[config.mk]
export PLATFORM = sky130hd
export DESIGN_NAME = mux_82_rr_arb_flat
export DESIGN_NICKNAME = d
export VERILOG_FILES = /design/src/rtl/mux_82_rr_arb_if.sv /design/src/rtl/mux_82_rr_arb.sv /design/src/flat_wrapper.sv
export SDC_FILE = /design/constraint.sdc
export NUM_CORES = 1
export LEC_CHECK = 0
export CAP_MARGIN = 20
export CORE_MARGIN = 1
export CORE_UTILIZATION = 39
export DETAILED_ROUTE_END_ITERATION = 10
export HOLD_SLACK_MARGIN = 0.06
export PLACE_DENSITY = 0.79
export SLEW_MARGIN = 20
export SYNTH_ARGS = -nofsm -noshare
export SYNTH_HDL_FRONTEND = slang
export SYNTH_SLANG_ARGS = --single-unit
[constraint.sdc]
create_clock -name clk -period 2.93 [get_ports clk]
set_clock_uncertainty 0.05 [all_clocks]
set_input_delay 0.4395 -clock clk [delete_from_list [all_inputs] [get_ports clk]]
set_output_delay 0.4395 -clock clk [all_outputs]
set_load 0.05 [all_outputs]
[src/rtl/mux_82_rr_arb_if.sv]
// Bus bundle for the 4:1 round-robin arbitrating mux: requester side in, registered word out.
interface mux_82_rr_arb_if #(parameter int WIDTH = 8);
  logic [3:0]       req;
  logic [WIDTH-1:0] d1;
  logic [WIDTH-1:0] d2;
  logic [WIDTH-1:0] d3;
  logic [WIDTH-1:0] d4;
  logic             out_ready;
  logic [WIDTH-1:0] out;
  logic [1:0]       sel;
  logic             out_valid;
  logic [3:0]       gnt;

  modport master (
    output req, d1, d2, d3, d4, out_ready,
    input  out, sel, out_valid, gnt
  );

  modport slave (
    input  req, d1, d2, d3, d4, out_ready,
    output out, sel, out_valid, gnt
  );
endinterface

[src/rtl/mux_82_rr_arb.sv]
// Four-requester round-robin arbiter with a one-word registered output stage.
// The requester granted last cycle is masked so its stale req is not re-granted.
module mux_82_rr_arb #(
  parameter int WIDTH = 8
) (
  input logic            clk,
  input logic            rst_n,
  mux_82_rr_arb_if.slave bus
);

  typedef enum logic {IDLE, HOLD} state_t;

  state_t           state;
  state_t           state_nxt;
  logic [1:0]       ptr;
  logic [1:0]       winner;
  logic [1:0]       idx;
  logic [3:0]       elig;
  logic             found;
  logic             free;
  logic             win;
  logic [WIDTH-1:0] win_data;

  // Arbitration: scan eligible requests starting at ptr, wrapping modulo 4.
  // NOTE: every always_comb output gets a default first so no latch is inferred.
  always_comb begin
    free   = (state == IDLE) || bus.out_ready;
    elig   = bus.req & ~bus.gnt;
    found  = 1'b0;
    winner = ptr;
    idx    = ptr;
    for (int k = 0; k < 4; k++) begin
      idx = ptr + 2'(k);
      if (!found && elig[idx]) begin
        found  = 1'b1;
        winner = idx;
      end
    end
    win = free && found;
  end

  always_comb begin
    win_data = bus.d1;
    case (winner)
      2'd0: win_data = bus.d1;
      2'd1: win_data = bus.d2;
      2'd2: win_data = bus.d3;
      2'd3: win_data = bus.d4;
      default: win_data = bus.d1;
    endcase
  end

  // NOTE: sequential state uses non-blocking assignments so all registers update together.
  always_ff @(posedge clk or negedge rst_n) begin
    if (!rst_n) state <= IDLE;
    else        state <= state_nxt;
  end

  always_comb begin
    state_nxt = state;
    if (free) state_nxt = win ? HOLD : IDLE;
  end

  always_comb begin
    bus.out_valid = (state == HOLD);
  end

  // Data, index and pointer only move on a win; going idle keeps them.
  always_ff @(posedge clk or negedge rst_n) begin
    if (!rst_n) begin
      bus.out <= '0;
      bus.sel <= 2'd0;
      bus.gnt <= 4'b0000;
      ptr     <= 2'd0;
    end else begin
      bus.gnt <= win ? (4'b0001 << winner) : 4'b0000;
      if (win) begin
        bus.out <= win_data;
        bus.sel <= winner;
        ptr     <= winner + 2'd1;
      end
    end
  end

endmodule

[src/flat_wrapper.sv]
// flat-port wrapper written by rule: the top's interface ports become plain ports
module mux_82_rr_arb_flat 
#(
  parameter int WIDTH = 8
)
  (clk, rst_n, bus_req, bus_d1, bus_d2, bus_d3, bus_d4, bus_out_ready, bus_out, bus_sel, bus_out_valid, bus_gnt);
  mux_82_rr_arb_if #(.WIDTH(WIDTH)) bus_i ();
  input logic clk;
  input logic rst_n;
  input wire logic [$bits(bus_i.req)-1:0] bus_req;
  input wire logic [$bits(bus_i.d1)-1:0] bus_d1;
  input wire logic [$bits(bus_i.d2)-1:0] bus_d2;
  input wire logic [$bits(bus_i.d3)-1:0] bus_d3;
  input wire logic [$bits(bus_i.d4)-1:0] bus_d4;
  input wire logic [$bits(bus_i.out_ready)-1:0] bus_out_ready;
  output wire logic [$bits(bus_i.out)-1:0] bus_out;
  output wire logic [$bits(bus_i.sel)-1:0] bus_sel;
  output wire logic [$bits(bus_i.out_valid)-1:0] bus_out_valid;
  output wire logic [$bits(bus_i.gnt)-1:0] bus_gnt;
  assign bus_i.req = bus_req;
  assign bus_i.d1 = bus_d1;
  assign bus_i.d2 = bus_d2;
  assign bus_i.d3 = bus_d3;
  assign bus_i.d4 = bus_d4;
  assign bus_i.out_ready = bus_out_ready;
  assign bus_out = bus_i.out;
  assign bus_sel = bus_i.sel;
  assign bus_out_valid = bus_i.out_valid;
  assign bus_gnt = bus_i.gnt;
  mux_82_rr_arb #(.WIDTH(WIDTH)) u_core (.clk(clk), .rst_n(rst_n), .bus(bus_i));
endmodule
# Yosys cells after proc, flatten, opt, wreduce, memory -nomap -nowiden
# Index checks and enable logic that the tools add are counted.
op_classes:
  reduce_logical: 9
  addsub: 4
  magnitude_cmp: 4
  n_shift: 1
  eq_ne: 3
  bitwise_logic: 3
  mux: 18
ops:
  columns: ["operator", "count"]
  rows:
  - ["$pmux W8 S4", 1]
  - ["$lt A2 B3 Y1 const B", 4]
  - ["$mux W1", 9]
  - ["$bmux W1 S2", 4]
  - ["$mux W2", 3]
  - ["$add A2 B1 Y2 const B", 2]
  - ["$add A2 B2 Y2 const B", 2]
  - ["$and A4 B4 Y4", 1]
  - ["$eq A2 B2 Y1 const B", 2]
  - ["$logic_and A1 B1 Y1", 4]
  - ["$mux W4", 1]
  - ["$not A4 Y4", 1]
  - ["$shl A1 B2 Y4 const A", 1]
  - ["$logic_not A1 Y1", 3]
  - ["$eq A2 B1 Y1 const B", 1]
  - ["$logic_not A2 Y1", 1]
  - ["$logic_or A1 B1 Y1", 1]
  - ["$not A1 Y1", 1]
word_totals:
  regBits: 17
  inputBits: 39
  out_inout_bits: 15

# Depth between registers and ports, before layout
# Gate-level depths: netlist of the first run.
depth:
  word_depth: 16
  depth_mapped: 11
  ltp_nobuf: 9

# Worst setup path before layout of the first run
# OpenSTA, ideal clock, no wires.
synth_timing:
  path_type: "reg-to-reg"
  start: "register u_core.bus.gnt[2]"
  end: "register u_core.bus.out[5]"
  setup_slack_ps: 385
  n_path_buf: 2
  arrival_ps: 2372
  stages_incl_launch_ff: 11
  setup_time_ps: 122
  path_cell_list: "dfrtp_1 nor2b_1 a21oi_1 a211oi_1 or2_2 ha_1 clkbuf_1 clkbuf_1 nor2_1 a21oi_1 o21ai_1"
synth_via:
  elab_chain_len: 16
  word_cells_on_any_way: 29
synth_lines:
  columns: ["item", "line", "source"]
  rows:
  - ["from (decl)", "mux_82_rr_arb_if.sv:21", "output out, sel, out_valid, gnt"]
  - ["from (signal assigned)", "mux_82_rr_arb.sv:76", "bus.gnt <= win ? (4'b0001 << winner) : 4'b0000;"]
  - ["$not A4 Y4 (*)", "mux_82_rr_arb.sv:28", "elig = bus.req & ~bus.gnt;"]
  - ["$and A4 B4 Y4 (*)", "mux_82_rr_arb.sv:28", null]
  - ["$bmux W1 S2", "mux_82_rr_arb.sv:34", "if (!found && elig[idx]) begin"]
  - ["$mux W1 (implied by the code)", "mux_82_rr_arb.sv:34", null]
  - ["$mux W1", "mux_82_rr_arb.sv:34", null]
  - ["$logic_not A1 Y1", "mux_82_rr_arb.sv:34", null]
  - ["$logic_and A1 B1 Y1", "mux_82_rr_arb.sv:34", null]
  - ["$mux W1", "mux_82_rr_arb.sv:34", null]
  - ["$logic_not A1 Y1", "mux_82_rr_arb.sv:34", null]
  - ["$logic_and A1 B1 Y1", "mux_82_rr_arb.sv:34", null]
  - ["$mux W1", "mux_82_rr_arb.sv:34", null]
  - ["$logic_not A1 Y1", "mux_82_rr_arb.sv:34", null]
  - ["$logic_and A1 B1 Y1", "mux_82_rr_arb.sv:34", null]
  - ["$mux W2", "mux_82_rr_arb.sv:34", null]
  - ["$eq A2 B2 Y1, or another cell as far along", "mux_82_rr_arb.sv:44", "case (winner)"]
  - ["$pmux W8 S4", "mux_82_rr_arb.sv:44", null]
  - ["to (signal assigned)", "mux_82_rr_arb.sv:78", "bus.out <= win_data;"]
  - ["to (decl)", "mux_82_rr_arb_if.sv:21", null]
# Mark *: on every way between the ends. The rest lies on a longest branch, timed or not. The select of a mux whose other input is x is not followed.
# A chain may end at the register's enable or synchronous reset.

# Worst setup path in the final report of the first run
layout_timing:
  start: "input port bus_req[3]"
  end: "register u_core.bus.out[7]"
layout_via:
  elab_chain_len: 15
  word_cells_on_any_way: 28
layout_lines:
  columns: ["item", "line", "source"]
  rows:
  - ["from (decl)", "flat_wrapper.sv:10", "input wire logic [$bits(bus_i.req)-1:0] bus_req;"]
  - ["$and A4 B4 Y4 (*)", "mux_82_rr_arb.sv:28", null]
  - ["$bmux W1 S2", "mux_82_rr_arb.sv:34", null]
  - ["$mux W1 (implied by the code)", "mux_82_rr_arb.sv:34", null]
  - ["$mux W1", "mux_82_rr_arb.sv:34", null]
  - ["$logic_not A1 Y1", "mux_82_rr_arb.sv:34", null]
  - ["$logic_and A1 B1 Y1", "mux_82_rr_arb.sv:34", null]
  - ["$mux W1", "mux_82_rr_arb.sv:34", null]
  - ["$logic_not A1 Y1", "mux_82_rr_arb.sv:34", null]
  - ["$logic_and A1 B1 Y1", "mux_82_rr_arb.sv:34", null]
  - ["$mux W1", "mux_82_rr_arb.sv:34", null]
  - ["$logic_not A1 Y1", "mux_82_rr_arb.sv:34", null]
  - ["$logic_and A1 B1 Y1", "mux_82_rr_arb.sv:34", null]
  - ["$mux W2", "mux_82_rr_arb.sv:34", null]
  - ["$eq A2 B2 Y1, or another cell as far along", "mux_82_rr_arb.sv:44", null]
  - ["$pmux W8 S4", "mux_82_rr_arb.sv:44", null]
# Marks and branches as above.

==> metrics, run 1 <==
post-CTS sizing=0; Area Growth Syn to Fin=59.9%; status=finished clean; syn_area_per_cell=9.06 um^2; RD Place Congestion=0.874; crit path DAT=2830 ps; clock tree buffer depth=2; post-DP HPWL=2190 um; EDFF count, synth=0; Mapped Nets=157; Hold Fails Final Rpt=0; clock group share of total power=6.9%; Fmax=370 MHz; Die H=53.2 um; vias in the first global route=1066; combinational power share=69.8%; Hold Path End=u_core.bus.out[2]; vias=1073; Final #Nets=214; Least-Margin Pin Slew=770 ps; top_reg_cell synth=dfrtp_1; largest net degree at the start of global routing=18; final WL=2700 um; type of the worst min-delay path=reg -> reg; unrepaired setup endpoints after global routing=no; vias per inst=5.39; Port Buf Inserts=53; Inserted Diodes=0; cells after synthesis=113; Crit. End Element=flip-flop; r2r setup slk=460 ps; Worst-path clk slew=90 ps; CP required=3060 ps; Setup violations, final=0; relative slew slack=48.5%; layout cells sized above 1=8.28%; R2R cell count=9; CTS Hold Buffers Added=0; Sink Count=17; First-pass DRT Iterations=4; io pins=54; FF-to-FF End=u_core.bus.out[7]; Internal Power=0.883 mW; min Tclk post-route=2700 ps; first-pass GRT wire length=4240 um; die area=2830 um^2; P_sw=0.858 mW; drt drc=0; Synth Register Bits=17; Maximum Capacitance Violations=0; Distinct cells, synth=27; final global-route overflow total=0; area post-placement=1610 um^2; Syn Std Cell Area=1020 um^2; sequential group share of total power=23.3%; worst-skew pair later-pin latency=290 ps; Core Region=2480 um^2; Async SR Flop Fraction=100%; sequential area share after synthesis=41.6%; most common library cell in the layout ignoring fill and taps=clkdlybuf4s50_1; maximum VDD drop=0.606 mV; Iter 0 DRT Violations=39; Worst Path Max Fanout=9; leading cell types in the layout, fill and taps excluded=53 x clkdlybuf4s50_1, 17 x dfrtp_1, 14 x nor2_1; initial antenna violation count=0; Setup WS pre-CTS=-46.2 ps; count of pins over their slew limit=0; Root Buffer=clkbuf_4; worst hold start=u_core.bus.out[2]; Crit Path Category=in -> reg; leak pwr=0.692 nW; Sw Ratio=49.3%; Starting Density=41.3%; worst reg2reg path startpoint=u_core.bus.gnt[0]; Die W=53.2 um; H-tree depth=1; CTS tree=done; number of fill cells in the layout=220; fin worst setup slack=230 ps; Pwr per Cell Area=1060 nW/um^2; total CTS buffers=3; final period utilization=92.2%; Post-DRT Antenna Nets=0; post-CTS setup buffer count=0; fin area=1640 um^2; gr usage total=21.3%; Cell Rows=18; CP Launch Type=input port; drt wl/cell=13.6 um; hold path depth=2; Ys Warns=0
-- layout make-up --
| type | instances | area (um^2) | area share [%] |
|---|---|---|---|
| clock buffer | 4 | 26.3 | 1.61 |
| timing repair buffer | 60 | 596 | 36.4 |
| inverter | 5 | 18.8 | 1.15 |
| multi-input combinational | 83 | 533 | 32.6 |
| tap | 30 | 37.5 | 2.29 |
| sequential | 17 | 425 | 26.0 |
-- per-layer routing --
metal | global-route usage (%) | part of all wire, %
met1 | 21.4 | 38
met2 | 37.3 | 47
met3 | 6.61 | 12
met4 | 14.0 | 2.8
met5 | 0 | 0
-- through the flow --
stage | total power [mW] | util, % | hold slack (ps) | TNS [ps] | instances
detailed placement | 1.62 | 65.0 | 425 | -88.1 | 195
global route | 1.86 | 66.1 | 489 | 0 | 199
floorplan | 1.21 | - | 93.9 | 0 | 113
finish | 1.74 | 66.1 | 441 | 0 | 199
CTS | 1.75 | 66.1 | 446 | 0 | 199
global placement | 1.59 | 65.0 | 418 | 0 | 195
-- synth_stat cells, types with 2 or more instances --
| cell type | n | area share, % |
|---|---|---|
| a21oi_1 | 12 | 5.9 |
| a222oi_1 | 8 | 7.8 |
| buf_6 | 2 | 2.2 |
| clkbuf_1 | 5 | 1.8 |
| dfrtp_1 | 17 | 42 |
| ha_1 | 5 | 6.1 |
| inv_1 | 5 | 1.8 |
| nand2_1 | 13 | 4.8 |
| nand2b_1 | 4 | 2.4 |
| nor2_1 | 14 | 5.1 |
| nor2b_1 | 5 | 3.1 |
| o21ai_1 | 8 | 3.9 |
-- power by group through the flow --
stage | combinational [mW] | clock [mW] | sequential [mW]
global route | 1.31 | 0.134 | 0.415
finish | 1.21 | 0.121 | 0.405
CTS | 1.22 | 0.128 | 0.404
floorplan | 0.522 | 0 | 0.687
detailed placement | 1.21 | 0 | 0.409
global placement | 1.18 | 0 | 0.403
-- worst max-delay path by stage --
| stage | startpoint | to | slack (ps) | cells after the start |
|---|---|---|---|---|
| 6_report | bus_req[3] | u_core.bus.out[7] | 230 | 11 |
| 5_1_grt | bus_req[2] | u_core.bus.out[7] | 30 | 10 |
| 4_1_cts | bus_req[3] | u_core.bus.out[7] | 250 | 11 |
| 3_5_place_dp | bus_req[3] | u_core.bus.out[7] | -50 | 11 |
| 3_3_place_gp | bus_req[3] | u_core.bus.out[0] | 60 | 11 |
| 2_1_floorplan | u_core.bus.gnt[2] | u_core.bus.out[5] | 390 | 10 |
-- logic make-up after synthesis --
| family | synth area share, % |
|---|---|
| simple gates | 19.7 |
| flops | 41.6 |
| buf+inv | 6.36 |
| compound gates | 24.8 |
| mux | 1.47 |
| fa+ha+maj | 6.11 |
-- flip-flops by register name (all words and copies together), names as in the netlist --
signal	cells
u_core.bus.gnt	4
u_core.bus.sel	2
u_core.ptr	2
u_core.bus.out_valid	1
u_core.bus.out	8
-- critical path, cell delays in order --
cell,delay (ps)
clkdlybuf4s50_1,490
nor2b_4,220
o2bb2ai_1,140
a211oi_1,110
buf_4,150
or2_2,310
ha_1,310
a222oi_1,350
nor2_1,80
a21oi_1,150
o21ai_1,80
Note: power is estimated with default switching activity, not from simulation.
==> run 2: changes to the inputs <==
--- a/config.mk
+++ b/config.mk
@@ -11,7 +11,9 @@
 export DETAILED_ROUTE_END_ITERATION = 10
 export HOLD_SLACK_MARGIN = 0.06
 export PLACE_DENSITY = 0.79
+export RECOVER_POWER = 100
 export SLEW_MARGIN = 20
 export SYNTH_ARGS = -nofsm -noshare
 export SYNTH_HDL_FRONTEND = slang
 export SYNTH_SLANG_ARGS = --single-unit
+export TNS_END_PERCENT = 50
==> metrics, run 2 (synthesis results as in run 1) <==
most common library cell in the layout ignoring fill and taps=clkdlybuf4s50_1; Root Buffer=clkbuf_4; Maximum Capacitance Violations=0 (unchanged); CTS tree=done; die area=2830 um^2 (unchanged); Post-DRT Antenna Nets=0 (unchanged); vias=1072 (-0.093%); Fmax=368 MHz (-0.71%); Finished Layout Cells=199 (unchanged); maximum VDD drop=0.586 mV (-3.3%); global routing usage on met1=21.4% (unchanged); drt drc=0 (unchanged); crit path DAT=2840 ps (about the same); First-pass DRT Iterations=5 (+1); fin area=1600 um^2 (-2.0%); Largest Register=u_core.bus.out; Cell Rows=18 (unchanged); met2 Use GR=37.3% (unchanged); RD Place Congestion=0.874 (unchanged); Final #Nets=214 (unchanged); worst reg2reg path startpoint=u_core.bus.gnt[0]; layout cells sized above 1=5.92% (-2.4 points); FF-to-FF End=u_core.bus.out[3]; Hold Fails Final Rpt=0 (unchanged); top flop regs=u_core.bus.out: 8 flops, u_core.bus.gnt: 4 flops; grt peak-use layer=met2; Starting Density=41.3% (unchanged); worst-skew pair later-pin latency=280 ps (about the same); first-pass GRT wire length=4240 um (unchanged); Core Region=2480 um^2 (unchanged); Setup WS pre-CTS=-46.2 ps (unchanged); crit path from=bus_req[0]; Pwr per Cell Area=1040 nW/um^2 (-2.1%); R2R cell count=9 (unchanged); Setup violations, final=0 (unchanged); gr usage total=21.3% (unchanged); drt wl/cell=13.4 um (-1.1%); Least-Margin Pin Slew=1380 ps (+615 ps); post-DP HPWL=2190 um (unchanged); CTS Hold Buffers Added=0 (unchanged); total CTS buffers=3 (unchanged); CP Capture Point=u_core.bus.out[3]; r2r setup slk=430 ps (-30 ps); placed insts=195 (unchanged); Worst Path Max Fanout=9 (unchanged); clock tree buffer depth=2 (unchanged); post-CTS sizing=0 (unchanged); Crit Path Category=in -> reg; H-tree depth=1 (unchanged); type of the worst min-delay path=reg -> reg; Sink Count=17 (unchanged); Area Growth Syn to Fin=56.7%; vias in the first global route=1066 (unchanged); max reg flops=8 (unchanged); CP Launch Type=input port; final period utilization=92.8% (+0.66 points); leading cell types in the layout, fill and taps excluded=37 x clkdlybuf4s50_1, 17 x dfrtp_1, 16 x dlygate4sd3_1; post-CTS setup buffer count=0 (unchanged); Core Util, Final=64.7% (-1.3 points); relative slew slack=6.51% (-42 points); CP required=3050 ps (about the same); final WL=2670 um (-1.1%); status=finished clean; leak pwr=0.695 nW (+0.39%); Worst-path clk slew=90 ps (about the same); io pins=54 (unchanged); Iter 0 DRT Violations=58 (+49%); worst hold start=u_core.bus.out[2]; met3 usage=6.61% (unchanged); final global-route overflow total=0 (unchanged); initial antenna violation count=0 (unchanged); unrepaired setup endpoints after global routing=no; Crit. End Element=flip-flop; min Tclk post-route=2720 ps (+19.3 ps); number of fill cells in the layout=226 (+2.7%); fin worst setup slack=210 ps (-19.3 ps); Inserted Diodes=0 (unchanged); vias per inst=5.39 (about the same); count of pins over their slew limit=0 (unchanged); largest net degree at the start of global routing=18 (unchanged); Die H=53.2 um (unchanged); area post-placement=1610 um^2 (unchanged); Port Buf Inserts=53 (unchanged); Die W=53.2 um (unchanged)
-- run 2: cell types whose count changed in the layout (fill, tap and decap cells not counted), sizes merged --
cell and delta:
buf -4, clkbuf +4, clkdlybuf4s50 -16, dlygate4sd3 +16
-- run 2: critical path, cell delays in order --
cell	delay, ps
clkdlybuf4s50_1	450
nor2b_1	380
a21oi_1	140
o311ai_0	190
nand2_1	190
ha_1	370
a222oi_1	380
nor2_1	70
a21oi_1	130
o21ai_0	90
-- run 2: metal layers --
metal	routed length (um)	part of all wire [%]
met1	1030	39
met2	1270	47
met3	300	11
met4	75	2.8
met5	0	0
-- run 2: final cells by class --
class	count	area, um^2	area share (%)
timing repair buffer	60	582	36.3
multi-input combinational	83	514	32.1
sequential	17	425	26.5
tap	30	37.5	2.34
clock buffer	4	26.3	1.64
inverter	5	18.8	1.17
-- run 2: worst min-delay path by stage --
stage                                    to  slack, ps  cells past startpoint
after floorplan           u_core.bus.gnt[0]         90                      0
after global placement    u_core.bus.out[0]        420                      2
after detailed placement  u_core.bus.out[2]        430                      2
after CTS                 u_core.bus.out[2]        450                      2
after global routing      u_core.bus.out[2]        480                      2
final                     u_core.bus.out[2]        430                      2
-- run 2: power by group --
part	internal [mW]	total, mW	switching [mW]	leakage, nW
clock	0.0529	0.120	0.0667	0.0150
combinational	0.447	1.15	0.702	0.469
sequential	0.333	0.401	0.0675	0.211
-- run 2: per-stage QoR --
stage / setup TNS (ps) / hold slack (ps) / total power [mW]
6_report: 0 / 430 / 1.67
4_1_cts: 0 / 446 / 1.75
3_3_place_gp: 0 / 418 / 1.59
5_1_grt: 0 / 481 / 1.79
2_1_floorplan: 0 / 93.9 / 1.21
3_5_place_dp: -88.1 / 425 / 1.62
==> run 3: changes to the inputs <==
--- a/config.mk
+++ b/config.mk
@@ -12,7 +12,6 @@
 export HOLD_SLACK_MARGIN = 0.06
 export PLACE_DENSITY = 0.79
 export RECOVER_POWER = 100
-export SLEW_MARGIN = 20
 export SYNTH_ARGS = -nofsm -noshare
 export SYNTH_HDL_FRONTEND = slang
 export SYNTH_SLANG_ARGS = --single-unit
==> results of run 3 <==
Final layout, timing and power as in run 2 (identical DEF).
==> variant, RTL diff (config.mk and constraints of run 1) <==
`WIDTH` is set to 8 in 3 places; all go to 12.
--- a/src/rtl/mux_82_rr_arb_if.sv
+++ b/src/rtl/mux_82_rr_arb_if.sv
@@ -1,4 +1,4 @@
 // Bus bundle for the 4:1 round-robin arbitrating mux: requester side in, registered word out.
-interface mux_82_rr_arb_if #(parameter int WIDTH = 8);
+interface mux_82_rr_arb_if #(parameter int WIDTH = 12);
   logic [3:0]       req;
   logic [WIDTH-1:0] d1;
--- a/src/rtl/mux_82_rr_arb.sv
+++ b/src/rtl/mux_82_rr_arb.sv
@@ -2,5 +2,5 @@
 // The requester granted last cycle is masked so its stale req is not re-granted.
 module mux_82_rr_arb #(
-  parameter int WIDTH = 8
+  parameter int WIDTH = 12
 ) (
   input logic            clk,
--- a/src/flat_wrapper.sv
+++ b/src/flat_wrapper.sv
@@ -2,5 +2,5 @@
 module mux_82_rr_arb_flat 
 #(
-  parameter int WIDTH = 8
+  parameter int WIDTH = 12
 )
   (clk, rst_n, bus_req, bus_d1, bus_d2, bus_d3, bus_d4, bus_out_ready, bus_out, bus_sel, bus_out_valid, bus_gnt);
Interface: changed (5 resized); port bits go from 54 to 74. The function was not compared with the original's and may differ.
==> variant against run 1 <==
  * Setup slack got worse by 0.013 ns
  * Synthesized area rose by 42%
  * Register-to-register slack gained 0.03 ns
  * Wire length grew 71%
  * Largest power group unchanged
  * Synthesized cell count rose by 35%
  * Sequential cell count is 4 higher
  * Clock power is 59% higher
  * Cell area rose by 46%
  * Global-route usage grew 2.0 points
  * Total power increased by 38%
==> variant: results (changes against run 1) <==
[outcome]
status = complete, no violations  ; unchanged

[grt]
grt_pass1_wl_um = 7465  ; was 4236 um
gr-usage-met2_pct = 38.71  ; was 37.29%
grtUsageMet3_pct = 3.080  ; was 6.609%
grt_pass1_vias = 1656  ; was 1066
gr-usage-met1_pct = 30.15  ; was 21.35%

[critical_path]
reg2reg_from = u_core.bus.gnt[3]$_DFF_PN0_  ; was u_core.bus.gnt[0]$_DFF_PN0_
r2r_cells = 8  ; was 9
critPathCapture = u_core.bus.out[8]$_DFFE_PN0N_  ; was u_core.bus.out[7]$_DFFE_PN0N_
reg2reg_slack_ns = 0.49  ; was 0.46 ns
cp_data_arrival_time_ns = 2.80  ; was 2.83 ns
crit_fanout = 6  ; was 9

[synth]
synthAdderAreaFrac_pct = 2.582  ; was 6.112%
synth_mux_area_share_pct = 6.971  ; was 1.467%
syn_nets = 211  ; was 157
yosys-top-cells-count = dfrtp_1 (21), nand2b_1 (14), a21oi_1 (12), o2111ai_1 (12)  ; was dfrtp_1 (17), nor2_1 (14), nand2_1 (13)
syn_avg_cell_area_um2 = 9.503  ; was 9.057 um^2
synthTopCellsByArea = dfrtp_1 (36%), o2111ai_1 (7.2%), mux2i_1 (6.2%), nand2b_1 (6.0%), a221oi_1 (5.4%)  ; was dfrtp_1 (42%), a222oi_1 (7.8%), ha_1 (6.1%), a21oi_1 (5.9%), nor2_1 (5.1%)
ys_seq_area_share_pct = 36.14  ; was 41.56%
synth_compound_area_share_pct = 33.05  ; was 24.82%
ys_types = 36  ; was 27

[layout]
drive_gt1_share_pct = 11.39  ; was 8.284%
top_regs = u_core.bus.out x12, u_core.bus.gnt x4  ; was u_core.bus.out x8, u_core.bus.gnt x4
nets = 296  ; was 214
fill_cells = 267  ; was 220

[worst_hold_path]
whs_path_depth = 1  ; was 2

[route]
wire_per_inst_um = 16.33  ; was 13.58 um
drt_iter0_markers = 138  ; was 39
drt-met1-wl_um = 2032  ; was 1038 um
via_count = 1627  ; was 1073
wl_met2_um = 2265  ; was 1274 um
met3_wirelength_um = 273  ; was 313 um

[placement]
port-buffer-count = 73  ; was 53
dpl.hpwl_um = 3541  ; was 2188 um
place_area_um2 = 2344  ; was 1610 um^2
place_congestion = 0.8739  ; was 0.8735
place_inst = 279  ; was 195
place_ws_ns = -0.04396  ; was -0.04617 ns

[sta]
hold_ws_ns = 0.4580  ; was 0.4413 ns
worst_pin_slew_ns = 0.5258  ; was 0.7695 ns

[clocking]
cts_root_buf = clkbuf_8  ; was clkbuf_4
clk_latency_ns = 0.26  ; was 0.29 ns

[power]
internal_power_mw = 1.220  ; was 882.9 uW

variant: changes by cell type in the layout (fill, tap and decap cells not counted), sizes merged, moves of 6 or more:
| cell | change |
|---|---|
| clkdlybuf4s50 | +20 |
| a222oi | -7 |
| a221oi | +9 |
| buf | +14 |
| a31oi | +9 |
| nand2b | +10 |
| o2111ai | +12 |
| nor2 | -8 |
| mux2i | +9 |
| o21ai | -6 |
| nand2 | -10 |
variant: power groups by stage:
| stage | registers (mW) | logic, mW | clock network, mW |
|---|---|---|---|
| floorplan | 0.926 | 0.655 | 0 |
| global placement | 0.514 | 1.65 | 0 |
| detailed placement | 0.527 | 1.68 | 0 |
| CTS | 0.522 | 1.68 | 0.195 |
| global route | 0.543 | 1.80 | 0.210 |
| finish | 0.524 | 1.68 | 0.192 |
variant: layout make-up:
cell class	count	area, um^2	share of cell area [%]
timing repair buffer	94	888.4	37.19
multi-input combinational	116	864.6	36.20
sequential	21	525.5	22.00
tap	46	57.56	2.410
clock buffer	4	45.04	1.886
inverter	2	7.507	0.3143
